## config.mk

```make
export PLATFORM = sky130hd
export DESIGN_NAME = vram_port_arbiter
export DESIGN_NICKNAME = d
export VERILOG_FILES = /design/src/rtl/vram_pkg.sv /design/src/rtl/vram_wr_fifo.sv /design/src/rtl/vram_port_arbiter.sv
export SDC_FILE = /design/constraint.sdc
export NUM_CORES = 1
export LEC_CHECK = 0
export CAP_MARGIN = 20
export CORE_MARGIN = 2
export CORE_UTILIZATION = 41
export CTS_BUF_LIST = sky130_fd_sc_hd__clkbuf_4
export DETAILED_ROUTE_END_ITERATION = 10
export GPL_ROUTABILITY_DRIVEN = 0
export PLACE_DENSITY = 0.77
export RECOVER_POWER = 50
export SYNTH_ARGS = -nofsm -noshare
export SYNTH_HDL_FRONTEND = slang
export SYNTH_SLANG_ARGS = --single-unit
export TNS_END_PERCENT = 5
```

## constraint.sdc

```tcl
create_clock -name clk -period 2.3 [get_ports clk]
set_input_delay 0.69 -clock clk [delete_from_list [all_inputs] [get_ports clk]]
set_output_delay 0.69 -clock clk [all_outputs]
set_load 0.01 [all_outputs]
```

## src/rtl/vram_pkg.sv

```systemverilog
// Shared types and default widths for the graphics-memory port arbiter.
package vram_pkg;

  localparam int VRAM_ADDR_W = 11;
  localparam int VRAM_DATA_W = 32;

  // Which requester owns the memory port in the current cycle.
  typedef enum logic [1:0] {
    GNT_IDLE  = 2'd0,
    GNT_READ  = 2'd1,
    GNT_WRITE = 2'd2
  } grant_t;

endpackage

```

## src/rtl/vram_wr_fifo.sv

```systemverilog
// Host write buffer: DEPTH entries of WIDTH bits, extra-bit pointers for
// full/empty detection, head visible combinationally (no fall-through of
// a push into the same cycle's head).
module vram_wr_fifo #(
  parameter int WIDTH = 43,
  parameter int DEPTH = 4
) (
  input  logic             clk,
  input  logic             reset,
  input  logic             push,
  input  logic [WIDTH-1:0] push_data,
  input  logic             pop,
  output logic [WIDTH-1:0] head_data,
  output logic             full,
  output logic             empty
);

  localparam int PTR_W = $clog2(DEPTH);

  logic [PTR_W:0]     wr_ptr_r;
  logic [PTR_W:0]     rd_ptr_r;
  logic [WIDTH-1:0]   store_r [DEPTH];
  logic               push_ok_s;
  logic               pop_ok_s;

  assign empty     = (wr_ptr_r == rd_ptr_r);
  assign full      = (wr_ptr_r[PTR_W] != rd_ptr_r[PTR_W]) &&
                     (wr_ptr_r[PTR_W-1:0] == rd_ptr_r[PTR_W-1:0]);
  assign push_ok_s = push && !full;
  assign pop_ok_s  = pop && !empty;
  assign head_data = store_r[rd_ptr_r[PTR_W-1:0]];

  // Advance write/read pointers; both may move in the same cycle.
  always_ff @(posedge clk) begin
    if (reset) begin
      wr_ptr_r <= {(PTR_W+1){1'b0}};
      rd_ptr_r <= {(PTR_W+1){1'b0}};
    end else begin
      if (push_ok_s) begin
        wr_ptr_r <= wr_ptr_r + (PTR_W+1)'(1);
      end
      if (pop_ok_s) begin
        rd_ptr_r <= rd_ptr_r + (PTR_W+1)'(1);
      end
    end
  end

  // Capture pushed entries; contents need no reset since pointers gate use.
  always_ff @(posedge clk) begin
    if (push_ok_s) begin
      store_r[wr_ptr_r[PTR_W-1:0]] <= push_data;
    end
  end

endmodule

```

## src/rtl/vram_port_arbiter.sv

```systemverilog
// Arbitrates one single-port graphics memory between buffered host writes
// and renderer reads. Reads win unless a queued write has been held off
// for STARVE_LIMIT consecutive read grants, in which case one write slot
// is forced. Read data returns one cycle after the grant.
module vram_port_arbiter
  import vram_pkg::*;
#(
  parameter int ADDR_W       = VRAM_ADDR_W,
  parameter int DATA_W       = VRAM_DATA_W,
  parameter int FIFO_DEPTH   = 4,
  parameter int STARVE_LIMIT = 8
) (
  input  logic              clk,
  input  logic              reset,
  input  logic              host_wr_valid,
  output logic              host_wr_ready,
  input  logic [ADDR_W-1:0] host_addr,
  input  logic [DATA_W-1:0] host_data,
  input  logic              rd_req,
  input  logic [ADDR_W-1:0] rd_addr,
  output logic              rd_ready,
  output logic              rd_valid,
  output logic [DATA_W-1:0] rd_data,
  output logic              mem_rw,
  output logic [ADDR_W-1:0] mem_addr,
  output logic [DATA_W-1:0] mem_wdata,
  input  logic [DATA_W-1:0] mem_rdata
);

  localparam int CNT_W = $clog2(STARVE_LIMIT + 1);
  localparam logic [CNT_W-1:0] CNT_MAX = CNT_W'(STARVE_LIMIT);

  logic                     fifo_full_s;
  logic                     fifo_empty_s;
  logic [ADDR_W+DATA_W-1:0] fifo_head_s;
  logic [ADDR_W-1:0]        head_addr_s;
  logic [DATA_W-1:0]        head_data_s;
  logic                     push_s;
  logic                     pop_s;
  logic                     forced_s;
  grant_t                   grant_s;
  logic [CNT_W-1:0]         starve_cnt_r;
  logic                     rd_valid_r;
  logic [ADDR_W-1:0]        last_addr_r;

  assign host_wr_ready = !reset && !fifo_full_s;
  assign push_s        = host_wr_valid && host_wr_ready;
  assign pop_s         = (grant_s == GNT_WRITE);
  assign head_addr_s   = fifo_head_s[ADDR_W+DATA_W-1:DATA_W];
  assign head_data_s   = fifo_head_s[DATA_W-1:0];
  assign forced_s      = (starve_cnt_r == CNT_MAX) && !fifo_empty_s;

  vram_wr_fifo #(
    .WIDTH (ADDR_W + DATA_W),
    .DEPTH (FIFO_DEPTH)
  ) u_wr_fifo (
    .clk       (clk),
    .reset     (reset),
    .push      (push_s),
    .push_data ({host_addr, host_data}),
    .pop       (pop_s),
    .head_data (fifo_head_s),
    .full      (fifo_full_s),
    .empty     (fifo_empty_s)
  );

  // Pick the owner of this cycle's memory slot.
  always_comb begin
    grant_s = GNT_IDLE;
    if (reset) begin
      grant_s = GNT_IDLE;
    end else if (rd_req && !forced_s) begin
      grant_s = GNT_READ;
    end else if (!fifo_empty_s) begin
      grant_s = GNT_WRITE;
    end else begin
      grant_s = GNT_IDLE;
    end
  end

  // Drive the memory port and the read handshake from the grant.
  always_comb begin
    rd_ready  = 1'b0;
    mem_rw    = 1'b0;
    mem_addr  = {ADDR_W{1'b0}};
    mem_wdata = {DATA_W{1'b0}};
    case (grant_s)
      GNT_READ: begin
        rd_ready = 1'b1;
        mem_addr = rd_addr;
      end
      GNT_WRITE: begin
        mem_rw    = 1'b1;
        mem_addr  = head_addr_s;
        mem_wdata = head_data_s;
      end
      GNT_IDLE: begin
        if (reset) begin
          mem_addr = {ADDR_W{1'b0}};
        end else begin
          mem_addr = last_addr_r;
        end
      end
      default: begin
        mem_addr = {ADDR_W{1'b0}};
      end
    endcase
  end

  // Count read grants that overtake a waiting write; saturate at the limit.
  always_ff @(posedge clk) begin
    if (reset) begin
      starve_cnt_r <= {CNT_W{1'b0}};
    end else if ((grant_s == GNT_WRITE) || fifo_empty_s) begin
      starve_cnt_r <= {CNT_W{1'b0}};
    end else if ((grant_s == GNT_READ) && (starve_cnt_r != CNT_MAX)) begin
      starve_cnt_r <= starve_cnt_r + CNT_W'(1);
    end else begin
      starve_cnt_r <= starve_cnt_r;
    end
  end

  // Flag that the memory's registered read data belongs to a granted read.
  always_ff @(posedge clk) begin
    if (reset) begin
      rd_valid_r <= 1'b0;
    end else begin
      rd_valid_r <= (grant_s == GNT_READ);
    end
  end

  // Remember the last driven address so idle cycles keep the bus stable.
  always_ff @(posedge clk) begin
    if (reset) begin
      last_addr_r <= {ADDR_W{1'b0}};
    end else begin
      last_addr_r <= mem_addr;
    end
  end

  // A read in flight when reset arrives must not surface.
  assign rd_valid = rd_valid_r && !reset;
  assign rd_data  = rd_valid ? mem_rdata : {DATA_W{1'b0}};

endmodule

```

==> impl_metrics.tcl <==
set metrics [dict create \
    cp-start-kind "flip-flop" \
    cts_made_buffers 17 \
    cp_slowest_stage_delay_ns 0.43 \
    grt_use_total_pct 19.4 \
    synth_cell_type_count 35 \
    wl_mm 19.0 \
    syn_to_final_growth_pct 38.6 \
    grt_pass1_wl_mm 28.9 \
    max_freq_mhz 331 \
    multi_input_area_um2 2240 \
    overflow 0 \
    critPathTopFamily "buffers and inverters" \
    clk_pin_slew_ns 0.15 \
    worst_slack_ns -0.718 \
    hpwl_mm 11.9 \
    synth_compound_area_share_pct 2.07 \
    pwr_density_cell_nw_per_um2 633 \
    arrival_ns 2.33 \
    crit_cells 6 \
    syn-mean-instance-area_um2 17.9 \
    rr_worst_depth 8 \
    finalHoldViolCount 0 \
    r2r_slack_ns 0.25 \
    worstMarginPinSlew_ns 0.471 \
    min_to "last_addr_r[0]" \
    postRouteAntennaNets 0 \
    ys.flop_type "edfxtp_1" \
    violations "negative setup slack" \
    vias 4823 \
    hold_path.class "flip-flop to flip-flop" \
    drtIter0Drc 271 \
    nNetsFinal 777 \
    slowest_stage "or3_4" \
    dieWidth_um 142 \
    path_class "flip-flop to output port" \
    numPortBuffers 168 \
    fillCellCount 1434 \
    finalInstanceArea_um2 10900 \
    drive_gt1_share_pct 36.4 \
    path_buf_inv 3 \
    post-place-ws_ns -1.06 \
    core-area_um2 18700 \
    drv_cap 0 \
    synth_edf_count 172 \
    drt-vias-per-instance 5.19 \
    post_drt_wl_per_cell_um 20.5 \
    fin_crit_sh_pct 131 \
    relSlewSlack_pct 67.8 \
    synth-adder-area-share_pct 1.12 \
    yosysSeqAreaShare_pct 72.0 \
    final_cell_mix "edfxtp_1, buf_4, clkdlybuf4s50_1, mux4_2, dlygate4sd3_1" \
    cts_tree "yes" \
    drc_errors 0 \
    synth_seq_cells 196 \
    status "complete, but fails checks" \
    p_leak_uw 0.00420 \
    ys.warnings.count 0 \
    syn-num-nets 534 \
    ios 169 \
    peakVddDrop_mv 0.399 \
    seq_area_um2 5660 \
    cts_root_buf "clkbuf_4" \
    finalMaxSlewViolations 0 \
    fp-row-count 50 \
    synth_top_family_by_area "multiplexers" \
    initial_core_util_pct 41.9 \
    clock_latency_ns 0.56 \
    crit_chain "xor2_4, or3_4, buf_12, buf_16, and3_1, dlygate4sd2_1" \
    worstSetupEndpointType "output port" \
    cp.required_ns 1.61 \
    utilization_pct 58.1 \
    finalSetupViolations 46 \
    synth_xor_area_share_pct 1.18 \
    fin_skew_ns 0.0190 \
    hold_depth 2 \
    grt_max_degree 31 \
    yosys.area_share.simple_pct 9.21 \
    grt_pass1_vias 5311 \
    crit_fanout 23 \
    cts_sinks 196 \
    dr.pass1.iters 4 \
    synth.mux.area_fraction_pct 12.7 \
    synthArstFlopShare_pct 0 \
    syn_area_um2 7840 \
    rsz0062_at_grt "yes" \
    synthCells 437 \
    fp.dieH_um 142 \
    dieArea_um2 20200 \
    hold_start "last_addr_r[0]" \
    r2r_end "last_addr_r[4]" \
    fin_crit_ns 3.02 \
    place_area_um2 10300 \
    cts_max_level 4 \
    antenna_found_initial 4 \
    layout_commonest_cell "edfxtp_1" \
    place_inst 872 \
    clockBufferDepth 2 \
    stdcell_count 929 \
    r2r-start "u_wr_fifo.wr_ptr_r[1]" \
]
## what timing repair did
| item | CTS | global route |
|---|---|---|
| endpoints found under the setup margin | 79 | 79 |
| gates resized for setup | 165 | 81 |
| pin swaps | 15 | 6 |
| hold buffers | 0 | 0 |
| buffers inserted | 13 | 6 |
| cloned | 5 | 0 |
## worst register-to-register path, delay by kind of cell (launching register included)
kind | cells | cell delay, ns
XOR/XNOR | 1 | 0.24
AND/OR/NAND/NOR | 1 | 0.15
AO/OA/AOI/OAI | 2 | 0.53
buffers and inverters | 4 | 0.57
flip-flops | 1 | 0.41
## state kept, by name, summed over array words and instances (netlist names), named ones only
name                flops
u_wr_fifo.store_r     172
last_addr_r            11
starve_cnt_r            4
u_wr_fifo.rd_ptr_r      3
u_wr_fifo.wr_ptr_r      3
rd_valid_r              1
## Yosys cell counts, types with 2 or more instances
cell | count | area share [%]
xnor2_1 | 2 | 0.22
inv_1 | 6 | 0.29
mux4_2 | 43 | 12
nand2_1 | 22 | 1.1
xor2_1 | 3 | 0.34
xor2_2 | 3 | 0.62
ha_1 | 7 | 1.1
nand3_1 | 14 | 0.89
buf_2 | 7 | 0.45
nand3b_1 | 2 | 0.19
dfxtp_1 | 24 | 6.1
and2_1 | 34 | 2.7
mux2i_1 | 3 | 0.38
a2111oi_0 | 2 | 0.22
edfxtp_1 | 172 | 66
nor2_1 | 11 | 0.53
a21oi_1 | 3 | 0.19
a32oi_1 | 10 | 1.1
and3_1 | 36 | 2.9
clkbuf_1 | 18 | 0.86
## cell type report
class	instances	area share [%]
multi-input cells	209	20.6
diodes	2	0.0461
clock inverters	10	0.783
well taps	234	2.69
inverters	6	0.207
clock buffers	22	1.52
flip-flops and latches	196	52.1
repair buffers	250	22.1
## per-stage QoR
step | total power (uW) | setup TNS, ns | hold WS [ns]
floorplan | 4540 | -48.60 | 0.429
global placement | 5080 | -102.92 | 0.444
detailed placement | 5110 | -101.88 | 0.448
CTS | 6910 | -41.83 | 0.485
global route | 7150 | -35.39 | 0.497
finish | 6880 | -30.20 | 0.483
## power breakdown
part	total, uW	switching [uW]	internal, uW	leakage, uW
Clock	1650	1060	594	0.000150
Combinational	1190	552	639	0.00228
Sequential	4030	41.0	3990	0.00176
Total	6880	1650	5220	0.00420
## metal layers
metal	wire length [um]	GRT usage [%]
met4	280	5.63
met5	27	0
met1	7540	22.5
met2	9760	35.0
met3	1400	5.85
## kinds of logic (layout without fill, tap and decap cells)
family	count (synthesis)	after routing
AND/OR/NAND/NOR	128	128
XOR/XNOR	8	8
multiplexers	46	46
other	0	2
flip-flops	196	196
AO/OA/AOI/OAI	20	20
buffers and inverters	32	288
adder cells (fa/ha/maj)	7	7
## how the worst max path moves through the flow
stage	slack, ns	endpoint	from
after global placement	-1.10	mem_addr[4]	rd_req
after floorplan	-0.35	u_wr_fifo.store_r[1][0]	reset
final	-0.72	mem_wdata[11]	u_wr_fifo.rd_ptr_r[1]
after detailed placement	-1.06	mem_addr[4]	rd_req
after global routing	-0.84	mem_addr[9]	u_wr_fifo.rd_ptr_r[1]
after CTS	-0.80	mem_addr[4]	u_wr_fifo.rd_ptr_r[1]
(Power assumes the default switching activity.)
